===== config.mk =====
export PLATFORM = sky130hd
export DESIGN_NAME = multi_delay_timer_flat
export DESIGN_NICKNAME = d
export VERILOG_FILES = /design/src/rtl/multi_delay_timer_if.sv /design/src/rtl/multi_delay_timer.sv /design/src/flat_wrapper.sv
export SDC_FILE = /design/constraint.sdc
export NUM_CORES = 1
export LEC_CHECK = 0
export ABC_AREA = 1
export CAP_MARGIN = 20
export CORE_ASPECT_RATIO = 0.9
export CORE_MARGIN = 5
export CORE_UTILIZATION = 56
export CTS_BUF_LIST = sky130_fd_sc_hd__clkbuf_8
export DETAILED_ROUTE_END_ITERATION = 12
export GPL_ROUTABILITY_DRIVEN = 1
export PLACE_DENSITY = 0.9
export SYNTH_ARGS = -nofsm -noshare
export SYNTH_HDL_FRONTEND = slang
export SYNTH_SLANG_ARGS = --single-unit

===== constraint.sdc =====
create_clock -name clock -period 3.75 [get_ports clock]
set_clock_uncertainty 0.15 [all_clocks]
set_input_delay 0.5625 -clock clock [delete_from_list [all_inputs] [get_ports clock]]
set_output_delay 0.5625 -clock clock [all_outputs]
set_load 0.02 [all_outputs]

===== src/rtl/multi_delay_timer_if.sv =====
// Control/status bundle for multi_delay_timer: per-channel start/stop/mode/value in,
// busy/done/remaining-count out.
interface multi_delay_timer_if #(
  parameter int unsigned NCH   = 4,
  parameter int unsigned WIDTH = 32
);
  logic [NCH-1:0]       start_port;
  logic [NCH-1:0]       stop_port;
  logic [NCH-1:0]       mode;
  logic [NCH*WIDTH-1:0] value;
  logic                 count_en;
  logic [NCH-1:0]       busy_port;
  logic [NCH-1:0]       done_port;
  logic [NCH*WIDTH-1:0] remaining_port;

  modport master (
    output start_port, stop_port, mode, value, count_en,
    input  busy_port, done_port, remaining_port
  );

  modport slave (
    input  start_port, stop_port, mode, value, count_en,
    output busy_port, done_port, remaining_port
  );
endinterface


===== src/rtl/multi_delay_timer.sv =====
// NCH independent countdown channels with one-shot/periodic mode, cancel, shared count
// enable and a registered one-cycle done pulse per expiry.
module multi_delay_timer #(
  parameter int unsigned NCH   = 4,
  parameter int unsigned WIDTH = 32
) (
  input logic                clock,
  input logic                reset,
  multi_delay_timer_if.slave bus
);

  typedef enum logic {StIdle, StRun} state_e;

  state_e           state_q     [NCH];
  logic [WIDTH-1:0] remaining_q [NCH];
  logic [WIDTH-1:0] period_q    [NCH];
  logic [NCH-1:0]   mode_q;
  logic [NCH-1:0]   done_q;

  always_ff @(posedge clock) begin
    if (reset) begin
      for (int unsigned i = 0; i < NCH; i++) begin
        state_q[i]     <= StIdle;
        remaining_q[i] <= '0;
        period_q[i]    <= '0;
      end
      mode_q <= '0;
      done_q <= '0;
    end else begin
      for (int unsigned i = 0; i < NCH; i++) begin
        done_q[i] <= 1'b0;
        if (bus.start_port[i]) begin
          // Start wins over stop and restarts a running channel without a done.
          period_q[i]    <= bus.value[i*WIDTH +: WIDTH];
          mode_q[i]      <= bus.mode[i];
          remaining_q[i] <= bus.value[i*WIDTH +: WIDTH];
          if (bus.value[i*WIDTH +: WIDTH] == '0) begin
            done_q[i]  <= 1'b1;
            state_q[i] <= bus.mode[i] ? StRun : StIdle;
          end else begin
            state_q[i] <= StRun;
          end
        end else if (state_q[i] == StRun) begin
          if (bus.stop_port[i]) begin
            state_q[i]     <= StIdle;
            remaining_q[i] <= '0;
          end else if (bus.count_en) begin
            // remaining==0 only occurs for periodic N=0, which expires every tick.
            if (remaining_q[i] <= WIDTH'(1)) begin
              done_q[i] <= 1'b1;
              if (mode_q[i]) begin
                remaining_q[i] <= period_q[i];
              end else begin
                state_q[i]     <= StIdle;
                remaining_q[i] <= '0;
              end
            end else begin
              remaining_q[i] <= remaining_q[i] - WIDTH'(1);
            end
          end
        end
      end
    end
  end

  always_comb begin
    bus.busy_port      = '0;
    bus.remaining_port = '0;
    for (int unsigned i = 0; i < NCH; i++) begin
      bus.busy_port[i]                    = (state_q[i] == StRun);
      bus.remaining_port[i*WIDTH +: WIDTH] = remaining_q[i];
    end
  end

  assign bus.done_port = done_q;

endmodule


===== src/flat_wrapper.sv =====
// flat-port wrapper written by rule: the top's interface ports become plain ports
module multi_delay_timer_flat 
#(
  parameter int unsigned NCH   = 4,
  parameter int unsigned WIDTH = 32
)
  (clock, reset, bus_start_port, bus_stop_port, bus_mode, bus_value, bus_count_en, bus_busy_port, bus_done_port, bus_remaining_port);
  multi_delay_timer_if #(.NCH(NCH), .WIDTH(WIDTH)) bus_i ();
  input logic clock;
  input logic reset;
  input wire logic [$bits(bus_i.start_port)-1:0] bus_start_port;
  input wire logic [$bits(bus_i.stop_port)-1:0] bus_stop_port;
  input wire logic [$bits(bus_i.mode)-1:0] bus_mode;
  input wire logic [$bits(bus_i.value)-1:0] bus_value;
  input wire logic [$bits(bus_i.count_en)-1:0] bus_count_en;
  output wire logic [$bits(bus_i.busy_port)-1:0] bus_busy_port;
  output wire logic [$bits(bus_i.done_port)-1:0] bus_done_port;
  output wire logic [$bits(bus_i.remaining_port)-1:0] bus_remaining_port;
  assign bus_i.start_port = bus_start_port;
  assign bus_i.stop_port = bus_stop_port;
  assign bus_i.mode = bus_mode;
  assign bus_i.value = bus_value;
  assign bus_i.count_en = bus_count_en;
  assign bus_busy_port = bus_i.busy_port;
  assign bus_done_port = bus_i.done_port;
  assign bus_remaining_port = bus_i.remaining_port;
  multi_delay_timer #(.NCH(NCH), .WIDTH(WIDTH)) u_core (.clock(clock), .reset(reset), .bus(bus_i));
endmodule

=== After elaboration in Yosys (flattened, before gate mapping) ===
Memory sizes are Yosys's and may differ from the RTL's.
Cells that the tools add are included.

* Bits in registers: 8
* Bits in writable memories: 260
* Input bits: 143
* Output and inout bits: 136
* Word-level logic and storage cells: 282
* Memories: 3

{| class="wikitable"
|+ Memories
! name !! depth !! bits a word !! read ports !! clocked after Yosys merged registers in !! wr ports !! line !! RTL
|-
| u_core.period_q || 4 || 32 || 4 || 0 || 4 || multi_delay_timer.sv:16 || <nowiki>logic [WIDTH-1:0] period_q [NCH];</nowiki>
|-
| u_core.remaining_q || 4 || 32 || 4 || 0 || 4 || multi_delay_timer.sv:15 || <nowiki>logic [WIDTH-1:0] remaining_q [NCH];</nowiki>
|-
| u_core.state_q || 4 || 1 || 4 || 0 || 4 || multi_delay_timer.sv:14 || <nowiki>state_e state_q [NCH];</nowiki>
|}

* Add/sub/neg operators: 4
* Magnitude comparators: 4
* Multiplexer cells: 222
* Bitwise operators: 40
* Reductions and logical operators: 4

{| class="wikitable"
|+ Operator list
! operator !! number
|-
| 32-bit two-way mux || 24
|-
| 1-bit two-way mux || 198
|-
| 32-bit by 1-bit <= comparator with 1-bit output, second input constant || 4
|-
| 32-bit zero test || 4
|-
| 32-bit by 1-bit subtractor with 32-bit output, second input constant || 4
|-
| 1-bit bitwise OR || 40
|}

=== Longest topological paths before layout ===
* Depth in word-level cells: 11
* Gate-level depth with buffers: 15
* Mapped depth without buffers: 14

=== Least setup slack after synthesis ===
No wires, ideal clock.

* Path kind: input-to-reg
* From: input port bus_start_port[3]
* To: memory u_core.remaining_q[3][0], enable pin
* Setup time: 561 ps
* Arrival: 2527 ps
* Required time: 3039 ps
* Setup slack: 512 ps
* Stages on the path: 6
* Buffers on the path: 1
* Cell sequence: nor2_1 -> inv_1 -> nor4_4 -> o21ai_1 -> buf_2 -> nand3_1

{| class="wikitable"
|+ RTL lines
! element !! line !! RTL
|-
| from (decl) || flat_wrapper.sv:11 || <nowiki>input wire logic [$bits(bus_i.start_port)-1:0] bus_start_port;</nowiki>
|-
| to (decl) || multi_delay_timer.sv:15 ||
|}

==> run summary <==
The flow ran to the end, and the final reports show no timing, DRC or antenna violations. Entering global routing, the biggest net connects 65 pins. The analysis attributes to cell leakage a power of 0.00943 uW. Sequential cells account for 46.8% of the total power. The cell with the biggest individual delay on the critical path was sky130_fd_sc_hd__o21bai_4. Max-cap violations in this run came to 0. In the final routing, the length of wire on met1 measures 20300 microns. Wire segments on met2 add up to 23500 microns in the final route. In this run the standard cell core region covers 30000 sq um. In this design, the stage delay of the slowest critical-path cell is 0.65 ns. For this run, the post-layout net count is 2680. For this design, the sink count on the clock tree is 268.

The switching share of power was 29.5%. Of the synthesized area, sequential elements account for 46.6%. The top cell type by area accounts for 45.7% of the synthesized area. At the worst endpoint, the arrival time is 3.31 ns. After synthesis, the share of flip-flops with an asynchronous set or reset is 0%. The logs give 48 for the number of distinct library cells after synthesis and 2 for the CTS H-tree depth. The initial detailed-routing violation count was 1901. Clock tree synthesis selected as its root buffer the cell sky130_fd_sc_hd__clkbuf_8. TritonCTS built the clock tree. In the routed design, unresolved DRC markers number 0. Setup violations remaining at the end of the flow were counted as 0. The floorplan step defined a die boundary enclosing 34100 sq um. Power spread over the standard cell area amounts to 383 nW/um^2. For the maximum root-to-sink buffer count, the log shows 3. In this run, post-CTS hold repair placed 0 buffers. Ranked by total cell area, the synthesized netlist is headed by sky130_fd_sc_hd__edfxtp_1, sky130_fd_sc_hd__nand2_1, sky130_fd_sc_hd__nor2_1.

The peak fanout along the critical path is 33. The standard cell area after detailed placement was 20200 sq um. The synthesized design contains 260 enable-type register cells. The largest total area in the synthesized netlist belongs to sky130_fd_sc_hd__edfxtp_1. The finished cells cover 21200 sq um. For the remaining antenna violation count, the log shows 0.

The average via count per standard cell is 5.66, and the proportion of power drawn by the clock network is 34.0%. The detailed-routed wire length on met3 is 5960 microns, and the mean instance size in the synthesized netlist is 7.56 sq um. The measured slew at the worst slew-check pin works out to 0.853 ns.

Once the clock tree was built, the resizer swapped 0 gates to a different size. In the final layout, the multi-input gates occupy 7320 sq um. Setup repair after global routing left no endpoint under its margin. Global routing finished with a remaining overflow of 0.

In the synthesized netlist the dominant register cell turns out to be sky130_fd_sc_hd__edfxtp_1. During synthesis, Yosys emitted a total of 0 warnings. For the worst setup path, the data required time is 3.89 ns. Input and output buffers added on the ports amount to 278. The die is 194 microns wide.

Traced cell by cell, the critical path runs through inv_1, ha_1, o21ai_0, nor2_1, nand2_1, nor2_1, nand2_2, o21bai_4, inv_2, nor2_4, buf_4, a21oi_1. The fraction of final layout cells with drive strength greater than 1 was 6.12%; the maximum clock rate was 316 MHz. Synthesis produced a netlist with a net count of 2412. The max-slew violation count came out at 0.

The worst setup path is of the reg -> reg kind. The net switching power is 2390 uW, and the count of filler cells inserted in the layout is 2284. The logs give 0 for the buffer count from post-CTS setup fixing and 15.7k for the via count of the first global-routing pass. The tools report the nature of the critical path startpoint as a register. The cell type with the highest occurrence count on the critical path is sky130_fd_sc_hd__nor2_1. The tools report the final total negative setup slack as 0 ns. The initial antenna violation count is 1. The die is 176 microns tall. The initial cell density of the core is 56.9%, and the number of storage elements in the synthesis netlist is 268. The synthesized netlist cell count was 2261; the HPWL after detailed placement was 38100 microns. Wires add up to 51400 microns.

For the post-synthesis cell area, the log shows 17100 sq um. The routed design could run at a clock period as short as 3.17 ns. The layout overhead on the synthesized area was 23.9%; the insertion delay of the later-clocked pin in the worst-skew pair was 0.57 ns. The count of endpoints failing hold in the final timing report is 0. The top routing layer in use is met4. Routed length per instance: 17.3 microns. The internal portion of the total power is 5720 uW.

The headroom to the max-slew limit is 43.1%, and the wire length of the first global-routing pass is 81700 microns. Dividing the final minimum period by the clock period gives 84.5%. The run gives 285 uV as the peak supply drop. Kind of end point of the critical path: a register. The tightest min-delay check is of the reg -> reg type. The logs give 29.0% for the global-route usage over all layers and 19.2% for the share of total power in combinational logic. Summing all flip-flop and latch instances after layout gives 7970 sq um. The tools report the number of iterations in the first detailed-routing pass as 6. Row generation in the floorplan step produced 60 rows. Clock-pin slew was measured on the worst setup and hold paths at 0.06 ns.

The count of vias placed by the detailed router is 16.8k, and the weighted congestion at the end of routability-driven global placement is 0.956. Boundary pin count: 279. Clock tree synthesis inserted a total of 46 buffers.
[stage by stage]
stage | utilization [%] | setup slack (ns) | total power, uW | hold slack [ns] | cells
after floorplan | - | 0.512 | 4660 | 0.297 | 2261
after global placement | 67.3 | 0.673 | 5340 | 0.325 | 2883
after detailed placement | 67.4 | 0.578 | 5380 | 0.345 | 2884
after CTS | 70.5 | 0.634 | 8090 | 0.360 | 2968
after global routing | 70.5 | 0.387 | 8440 | 0.395 | 2969
final | 70.5 | 0.581 | 8110 | 0.373 | 2969
[cell usage after synthesis, types with 2 or more instances]
library cell	count
sky130_fd_sc_hd__a31oi_1	2
sky130_fd_sc_hd__nand3_1	198
sky130_fd_sc_hd__o211ai_1	2
sky130_fd_sc_hd__nor4_1	32
sky130_fd_sc_hd__nand3_2	3
sky130_fd_sc_hd__nand2_2	3
sky130_fd_sc_hd__edfxtp_1	260
sky130_fd_sc_hd__or2_1	3
sky130_fd_sc_hd__o21ai_1	13
sky130_fd_sc_hd__nor2_4	3
sky130_fd_sc_hd__buf_4	14
sky130_fd_sc_hd__nor2_2	16
sky130_fd_sc_hd__nor3_1	13
sky130_fd_sc_hd__nor2_1	360
sky130_fd_sc_hd__nand2_1	483
sky130_fd_sc_hd__ha_1	8
sky130_fd_sc_hd__o22ai_1	2
sky130_fd_sc_hd__o221ai_1	2
sky130_fd_sc_hd__dfxtp_1	8
sky130_fd_sc_hd__buf_2	27
sky130_fd_sc_hd__o21ai_0	78
sky130_fd_sc_hd__nand4_1	101
sky130_fd_sc_hd__clkbuf_1	51
sky130_fd_sc_hd__xor2_1	26
sky130_fd_sc_hd__inv_2	9
sky130_fd_sc_hd__a21boi_0	4
sky130_fd_sc_hd__buf_1	2
sky130_fd_sc_hd__or2_2	13
sky130_fd_sc_hd__xnor2_1	32
sky130_fd_sc_hd__buf_6	2
sky130_fd_sc_hd__a21o_1	2
sky130_fd_sc_hd__inv_1	349
sky130_fd_sc_hd__o21bai_1	4
sky130_fd_sc_hd__clkinv_1	2
sky130_fd_sc_hd__a21oi_1	109
sky130_fd_sc_hd__or2_0	13
[critical path, delay by kind of cell, from the launching register on]
kind | cells | cell delay, ns
adders and majority gates | 1 | 0.32
and+or+nand+nor | 5 | 0.56
buffers and inverters | 3 | 0.57
AOI/OAI and AO/OA | 3 | 0.85
DFF | 1 | 0.42
[state kept, by name, summed over array words and instances (netlist names)]
register              count
u_core.period_q         128
u_core.bus.done_port      4
u_core.mode_q             4
u_core.state_q            4
u_core.remaining_q      128
[area by class of cell]
type	instances	area share [%]
flip-flops and latches	268	37.6
multi-input cells	1537	34.6
repair buffers	316	14.6
inverters	360	6.38
clock buffers	47	3.05
well taps	403	2.38
clock inverters	37	1.36
diodes	1	0.0118
[power groups by stage]
stage	combinational, uW	clock [uW]	sequential [uW]
after floorplan	728	0	3930
after global placement	1500	0	3840
after detailed placement	1540	0	3850
after CTS	1550	2760	3790
after global routing	1700	2920	3820
final	1560	2750	3800
[logic make-up (layout without fill, tap and decap cells)]
family / count (synthesis) / count (layout) / synth area share, %
flip-flops: 268 / 268 / 46.6
AND/OR/NAND/NOR: 1248 / 1248 / 32.2
XOR/XNOR: 58 / 58 / 2.97
adder cells (fa/ha/maj): 8 / 8 / 0.586
other: 0 / 1 / 0
buffers and inverters: 456 / 760 / 10.6
AO/OA/AOI/OAI: 223 / 223 / 7.02
[placed cells by master, fill, tap and decap left out, types with 3 or more instances in the layout]
cell and instances:
sky130_fd_sc_hd__edfxtp_1 260, sky130_fd_sc_hd__inv_2 9, sky130_fd_sc_hd__nand3_1 198, sky130_fd_sc_hd__or2_1 3, sky130_fd_sc_hd__or2_2 13, sky130_fd_sc_hd__xor2_1 26, sky130_fd_sc_hd__o21ai_0 78, sky130_fd_sc_hd__nor3_1 13
sky130_fd_sc_hd__clkdlybuf4s50_1 278, sky130_fd_sc_hd__nand2_1 483, sky130_fd_sc_hd__xnor2_1 32, sky130_fd_sc_hd__or2_0 13, sky130_fd_sc_hd__o21ai_1 13, sky130_fd_sc_hd__ha_1 8, sky130_fd_sc_hd__inv_1 361, sky130_fd_sc_hd__clkinv_2 8
sky130_fd_sc_hd__nand3_2 3, sky130_fd_sc_hd__bufinv_16 5, sky130_fd_sc_hd__nor4_1 32, sky130_fd_sc_hd__dfxtp_1 8, sky130_fd_sc_hd__nor2_4 3, sky130_fd_sc_hd__clkinv_1 12, sky130_fd_sc_hd__nand4_1 101, sky130_fd_sc_hd__nand2_2 3
sky130_fd_sc_hd__a21oi_1 109, sky130_fd_sc_hd__nor2_1 358, sky130_fd_sc_hd__nor2_2 18, sky130_fd_sc_hd__o21bai_1 4, sky130_fd_sc_hd__buf_4 36, sky130_fd_sc_hd__clkbuf_8 47, sky130_fd_sc_hd__a21boi_0 4
[final timing paths]
path                                               start                        end  slack, ns  cells after the start
worst max register to register  u_core.remaining_q[2][0]  u_core.remaining_q[2][26]       0.58                     12
worst min register to register          u_core.mode_q[1]           u_core.mode_q[1]       0.37                      2
worst max-delay path            u_core.remaining_q[2][0]  u_core.remaining_q[2][26]       0.58                     12
worst min-delay path                    u_core.mode_q[1]           u_core.mode_q[1]       0.37                      2
[per-layer routing]
metal  up-vias  global-route usage (%)
li1       7941                       -
met4         0                    9.49
met5         -                       0
met3       106                    6.23
met2      1017                    46.9
met1      7742                    39.3
Power figures use the tool's default switching activity.
